File: src/rtl/ai_pkg.sv
// ai_pkg: shared AI-car state encoding, lane geometry and car sprite size
// Contents: ai_state_t FSM encoding, lane geometry (LANE0_X, LANE_PITCH, NUM_LANES),
//           car sprite size (CAR_W x CAR_H) shared with the plotters, laneOrigin helper
package ai_pkg;
    typedef enum logic [2:0] {IDLE, SPAWN, DRIVE, LANE_CHANGE, CRASH} ai_state_t;
    localparam int LANE0_X = 200;
    localparam int LANE_PITCH = 80;
    localparam int NUM_LANES = 3;
    localparam int CAR_W = 47;
    localparam int CAR_H = 65;
    function automatic logic [9:0] laneOrigin(input logic [1:0] laneIdx, input int x0, input int pitch);
        return 10'(x0 + pitch * int'(laneIdx));
    endfunction
endpackage

File: src/rtl/frame_tick_sync.sv
// frame_tick_sync: brings the frame strobe into clk and emits a one-clk tick per rising edge
// Ports: clk, Reset (async, active-high), frame_clk (async strobe) -> tick (1 clk, 3 clk after edge)
module frame_tick_sync (
    input  logic clk,
    input  logic Reset,
    input  logic frame_clk,
    output logic tick
);
    logic sync1, sync2, syncPrev;
    always_ff @(posedge clk or posedge Reset)
        if (Reset) {sync1, sync2, syncPrev} <= '0;
        else {sync1, sync2, syncPrev} <= {frame_clk, sync1, sync2};
    assign tick = sync2 & ~syncPrev;
endmodule

File: src/rtl/ai_car_controller.sv
// ai_car_controller: per-frame AI car position generator (spawn, drive, lane change, crash, respawn)
// Inputs:  clk, Reset (async, active-high), frame_clk (frame strobe), start (game running),
//          collide (sprite overlap on current pixel), player_speed (rows/frame road scroll)
// Outputs: AIX/AIY (car origin), ai_active (draw car), crash_pulse (1 clk on crash entry),
//          lane (current or target lane)
module ai_car_controller
    import ai_pkg::*;
#(
    parameter int LANE0_X = ai_pkg::LANE0_X,
    parameter int LANE_PITCH = ai_pkg::LANE_PITCH,
    parameter int NUM_LANES = ai_pkg::NUM_LANES,
    parameter int LANE_STEP = 4,
    parameter int Y_LIMIT = 480,
    parameter int CHANGE_PERIOD = 32,
    parameter int CRASH_FRAMES = 60,
    parameter logic [7:0] LFSR_SEED = 8'hA5
) (
    input  logic       clk,
    input  logic       Reset,
    input  logic       frame_clk,
    input  logic       start,
    input  logic       collide,
    input  logic [3:0] player_speed,
    output logic [9:0] AIX,
    output logic [9:0] AIY,
    output logic       ai_active,
    output logic       crash_pulse,
    output logic [1:0] lane
);
    localparam int FC_W = $clog2(CHANGE_PERIOD + 1);
    localparam int CC_W = $clog2(CRASH_FRAMES + 1);
    ai_state_t state, stateNext;
    logic tick;
    logic [7:0] lfsr, lfsrNext;
    logic [FC_W-1:0] frameCnt, frameCntNext;
    logic [CC_W-1:0] crashCnt, crashCntNext;
    logic [9:0] aixNext, aiyNext, targetX, stepX;
    logic [10:0] ySum;
    logic offScreen, activeNext, pulseNext;
    logic [1:0] laneNext, spawnLane, decLane;

    frame_tick_sync tickSync (
        .clk(clk),
        .Reset(Reset),
        .frame_clk(frame_clk),
        .tick(tick)
    );

    // The 11-bit sum keeps the off-screen compare free of 10-bit wrap-around
    assign ySum = {1'b0, AIY} + {7'd0, player_speed};
    assign offScreen = ySum >= 11'(Y_LIMIT);
    assign targetX = laneOrigin(lane, LANE0_X, LANE_PITCH);
    assign stepX = (AIX < targetX) ? AIX + 10'(LANE_STEP) : AIX - 10'(LANE_STEP);
    assign spawnLane = (lfsr[1:0] == 2'd3) ? 2'd1 : lfsr[1:0];
    // lfsr[1] prefers moving left; the edge lanes bounce back inward
    assign decLane = (lfsr[1] && lane != 2'd0) ? lane - 2'd1 :
                     (lane < 2'(NUM_LANES - 1)) ? lane + 2'd1 : lane - 2'd1;
    // Fibonacci taps 8,6,5,4; advances once per frame regardless of state
    assign lfsrNext = tick ? {lfsr[6:0], lfsr[7] ^ lfsr[5] ^ lfsr[4] ^ lfsr[3]} : lfsr;

    always_comb begin
        stateNext = state;
        aixNext = AIX;
        aiyNext = AIY;
        laneNext = lane;
        activeNext = ai_active;
        pulseNext = 1'b0;
        frameCntNext = frameCnt;
        crashCntNext = crashCnt;
        if (!start) begin
            stateNext = IDLE;
            activeNext = 1'b0;
        end else if (collide && ai_active && (state == DRIVE || state == LANE_CHANGE)) begin
            stateNext = CRASH;
            pulseNext = 1'b1;
            crashCntNext = CC_W'(CRASH_FRAMES);
        end else begin
            case (state)
                IDLE: stateNext = SPAWN;
                SPAWN: begin
                    laneNext = spawnLane;
                    aixNext = laneOrigin(spawnLane, LANE0_X, LANE_PITCH);
                    aiyNext = '0;
                    activeNext = 1'b1;
                    frameCntNext = '0;
                    stateNext = DRIVE;
                end
                DRIVE: if (tick) begin
                    if (offScreen) begin
                        activeNext = 1'b0;
                        stateNext = SPAWN;
                    end else begin
                        aiyNext = ySum[9:0];
                        frameCntNext = frameCnt + 1'b1;
                        if (frameCnt == FC_W'(CHANGE_PERIOD - 1)) begin
                            frameCntNext = '0;
                            if (lfsr[0]) begin
                                laneNext = decLane;
                                stateNext = LANE_CHANGE;
                            end
                        end
                    end
                end
                LANE_CHANGE: if (tick) begin
                    if (offScreen) begin
                        activeNext = 1'b0;
                        stateNext = SPAWN;
                    end else begin
                        aiyNext = ySum[9:0];
                        aixNext = stepX;
                        stateNext = (stepX == targetX) ? DRIVE : LANE_CHANGE;
                    end
                end
                CRASH: if (tick) begin
                    crashCntNext = (crashCnt <= CC_W'(1)) ? '0 : crashCnt - 1'b1;
                    stateNext = (crashCnt <= CC_W'(1)) ? SPAWN : CRASH;
                end
                default: stateNext = IDLE;
            endcase
        end
    end

    always_ff @(posedge clk or posedge Reset)
        if (Reset) begin
            state <= IDLE;
            AIX <= 10'(LANE0_X + LANE_PITCH);
            AIY <= '0;
            lane <= 2'd1;
            ai_active <= 1'b0;
            crash_pulse <= 1'b0;
            lfsr <= LFSR_SEED;
            frameCnt <= '0;
            crashCnt <= '0;
        end else begin
            state <= stateNext;
            AIX <= aixNext;
            AIY <= aiyNext;
            lane <= laneNext;
            ai_active <= activeNext;
            crash_pulse <= pulseNext;
            lfsr <= lfsrNext;
            frameCnt <= frameCntNext;
            crashCnt <= crashCntNext;
        end
endmodule

File: config.mk
export PLATFORM = sky130hd
export DESIGN_NAME = ai_car_controller
export DESIGN_NICKNAME = d
export VERILOG_FILES = /design/src/rtl/ai_pkg.sv /design/src/rtl/frame_tick_sync.sv /design/src/rtl/ai_car_controller.sv
export SDC_FILE = /design/constraint.sdc
export NUM_CORES = 1
export LEC_CHECK = 0
export ABC_AREA = 1
export BUFFER_PORTS_ARGS = -buffer_cell sky130_fd_sc_hd__buf_2
export CAP_MARGIN = 30
export CORE_ASPECT_RATIO = 1.75
export CORE_UTILIZATION = 50
export CTS_BUF_LIST = sky130_fd_sc_hd__clkbuf_8
export CTS_CLUSTER_DIAMETER = 120
export CTS_CLUSTER_SIZE = 8
export DETAILED_ROUTE_END_ITERATION = 10
export PLACE_DENSITY_LB_ADDON = 0.05
export SKIP_LAST_GASP = 1
export SLEW_MARGIN = 20
export SYNTH_ARGS = -nofsm -noshare
export SYNTH_HDL_FRONTEND = slang
export SYNTH_HIERARCHICAL = 1
export SYNTH_SLANG_ARGS = --single-unit
File: constraint.sdc
create_clock -name clk -period 6.1 [get_ports clk]
set_input_delay 0.61 -clock clk [delete_from_list [all_inputs] [get_ports clk]]
set_output_delay 0.61 -clock clk [all_outputs]
set_load 0.01 [all_outputs]
==> flow_metrics.py <==
metrics = {
    "grt": {
        "grt.total_usage": 0.241,
        "antenna_found_initial": 0,
        "grt_pass1_vias": 3015,
        "grt_overflow": 0,
        "grt_pass1_wl_mm": 13.7,
        "grt_max_degree": 26,
    },
    "job": {
        "cap_violations": 0,
    },
    "synthesis": {
        "ys_ff_latch": 48,
        "netlist.area_leader.share": 0.282,
        "syn_avg_cell_area_um2": 7.32,
        "yosys_warnings": 6,
        "synthArstFlopShare": 1.00,
        "synth_edf_count": 0,
        "synth-main-ff-cell": "dfrtp_1",
        "synth_area_mm2": 0.00355,
        "ys_types": 40,
        "synth_top_cell_by_area": "dfrtp_1",
        "synth_most_common_cell": "nand2_1",
        "synth.area.top_cells": "dfrtp_1 28%, nand2_1 15%, ha_1 7.8%",
        "synthCells": 485,
        "ys_seq_area_frac": 0.341,
        "synthTopCellsByCount": "146 x nand2_1, 59 x inv_1, 40 x dfrtp_1, 38 x nand3_1, 31 x nor2_1",
    },
    "route": {
        "vias_per_cell": 5.21,
        "drc": 0,
        "first_pass_iters": 4,
        "wire_per_inst_um": 13.7,
        "num_vias": 3144,
        "drt_wl_total_mm": 8.23,
        "route.antenna.remaining_nets": 0,
        "drt-initial-drc-count": 181,
    },
    "die": {
        "start_util": 0.518,
        "ioPinCount": 33,
        "die_width_um": 65.7,
        "coreArea_mm2": 0.00686,
        "die_area_mm2": 0.00745,
        "rows": 40,
        "die_h_um": 113,
    },
    "power": {
        "p_leak_nw": 1.96,
        "power.density_mw_per_mm2": 501,
        "ir_worst_vdd_mv": 0.201,
    },
    "clocking": {
        "htree_levels": 2,
        "clock_latency_ns": 0.32,
        "cts_tree": "yes",
        "path_clk_slew_ns": 0.10,
        "post_cts_resized": 0,
        "clockBufferDepth": 2,
        "cts_made_buffers": 5,
        "cts-hold-fix-buffers": 0,
        "cts_setup_buffers": 0,
        "root_buffer": "clkbuf_8",
        "cts_num_sinks": 48,
    },
    "timing": {
        "max_freq_ghz": 0.281,
        "finalSetupTns_ns": 0,
        "finalSetupViolCount": 0,
        "post-route-period-util": 0.583,
        "finalClockSkew_ns": 0.0111,
        "rsz0062_at_grt": "no",
        "period_minus_slack_ns": 3.56,
        "hold_viol": 0,
        "slew_headroom": 0.547,
        "worst_pin_slew_ns": 0.674,
        "slew_viol_final": 0,
        "worst_slack_ns": 2.54,
    },
    "placed_design": {
        "io_buffers": 30,
        "placed_cells": 595,
        "dp_hpwl_mm": 6.44,
        "dpl_worst_slack_ns": 2.55,
        "globalplace.congestion": 0.869,
    },
    "setup_path": {
        "cp_slowest_cell": "dfstp_2",
        "critPathArrivalTime_ns": 3.78,
        "critPathLaunchType": "register",
        "max_stage_delay_ns": 0.60,
        "setup.worst_path.class": "register to register",
        "cp_cell_sequence": "inv_1 -> ha_1 -> ha_1 -> or2_2 -> a21oi_1 -> nand2_1 -> ha_1 -> nand2_1 -> nand2_1 -> inv_1 -> nand2_1 -> nand2_1 -> nand2_1 -> nor2_1 -> nor2_1 -> nand2_1 -> nor2_1 -> nand3_1 -> nand2_1 -> nand2_1 -> nand2_1 -> nand2_1",
        "path_max_fanout": 11,
        "cp_data_required_time_ns": 6.32,
        "cp_common_cell": "nand2_1",
        "cp-end-kind": "register",
    },
    "run_status": {
        "status": "complete, no violations",
    },
    "finish": {
        "fin_nets": 551,
        "fill_cells": 675,
        "fin_cells": 603,
        "antenna_cells": 0,
        "drive_gt1_frac": 0.193,
        "areaGrowthSynthToFinish_pct": 10.3,
    },
    "min_path": {
        "holdCritPathClass": "input port to asynchronous set/reset pin",
    },
}
path summary, 6_finish.rpt:
kind                       slack, ns                end           start  depth (start not counted)
min                             0.15  tickSync/syncPrev           Reset                          2
max reg2reg                     2.54           state[0]         lane[0]                         22
min reg2reg                     0.36     tickSync/sync2  tickSync/sync1                          0
min in group clk                0.36     tickSync/sync2  tickSync/sync1                          0
max                             2.54           state[0]         lane[0]                         22
max in group asynchronous       5.22             AIX[8]           Reset                          3
power breakdown:
part | internal, mW | switching (mW) | leakage (nW)
combinational | 0.428 | 0.744 | 1.28
clock | 0.165 | 0.119 | 0.0687
sequential | 0.406 | 0.0994 | 0.609
total | 0.999 | 0.963 | 1.96
through the flow:
step                cell area [um^2]   util  hold slack, ns  total power, mW
finish                          3910  0.571           0.149             1.96
global route                    3910  0.571           0.141             2.16
CTS                             3910  0.571           0.137             1.98
detailed placement              3770  0.551           0.343             1.68
global placement                3750  0.548           0.336             1.66
floorplan                       3550      -           0.331             1.39
area by class of cell:
class / count / area (um^2) / area share
multi-input combinational: 369 / 2050 / 0.524
timing repair buffer: 31 / 170 / 0.0435
clock inverter: 3 / 68.8 / 0.0176
inverter: 63 / 236 / 0.0604
tap: 84 / 105 / 0.0269
sequential: 48 / 1210 / 0.310
clock buffer: 5 / 68.8 / 0.0176
cells by family after synthesis:
| kind of cell | after synthesis | synth area share |
|---|---|---|
| AND/OR/NAND/NOR | 262 | 0.337 |
| AO/OA/AOI/OAI | 72 | 0.127 |
| buffers and inverters | 69 | 0.0814 |
| flip-flops | 48 | 0.341 |
| multiplexers | 1 | 0.00282 |
| other | 1 | 0.00106 |
| adder cells (fa/ha/maj) | 24 | 0.0889 |
| XOR/XNOR | 8 | 0.0197 |
layer usage:
layer / global-route usage / up-vias / wire [um]
met5: 0 / - / 0
met1: 0.242 / 1450 / 3170
met4: 0.119 / 0 / 312
met3: 0.0310 / 20 / 145
li1: - / 1629 / -
met2: 0.463 / 45 / 4610
flip-flops by register name, indices dropped and copies added, names as in the netlist:
| register | cells |
|---|---|
| tickSync/sync1 | 1 |
| tickSync/sync2 | 1 |
| crashCnt | 6 |
| frameCnt | 6 |
| tickSync/syncPrev | 1 |
| state | 3 |
| crash_pulse | 1 |
| ai_active | 1 |
| AIX | 8 |
| lfsr | 8 |
| AIY | 10 |
| lane | 2 |
worst max-delay path: cells and delay by family (launching register included):
kind	cells	cell delay, ns
buffers and inverters	2	0.17
AOI/OAI and AO/OA	1	0.12
and+or+nand+nor	16	1.67
DFF	1	0.60
adders and majority gates	3	0.90
placed cells by master, fill, tap and decap left out, types with 2 or more instances in the layout:
master and count:
nand2_2 10, o21a_1 2, buf_2 30, nand4_1 4
fa_1 2, xnor2_1 4, nand2_4 3, nor2_2 6
o21ai_1 9, dfstp_2 8, nand2_1 146, inv_1 58
nor3_1 6, ha_1 22, o21ai_0 21, o21ai_2 15
clkbuf_8 5, o22ai_1 3, nand3_1 38, xor2_1 4
bufinv_16 2, a21oi_1 16, nor2_1 31, nand3b_1 5
nor2_4 3, conb_1 2, or2_2 4, dfrtp_1 40
nand3_2 4, inv_2 5
No activity file was read; power rests on OpenSTA's default activity.
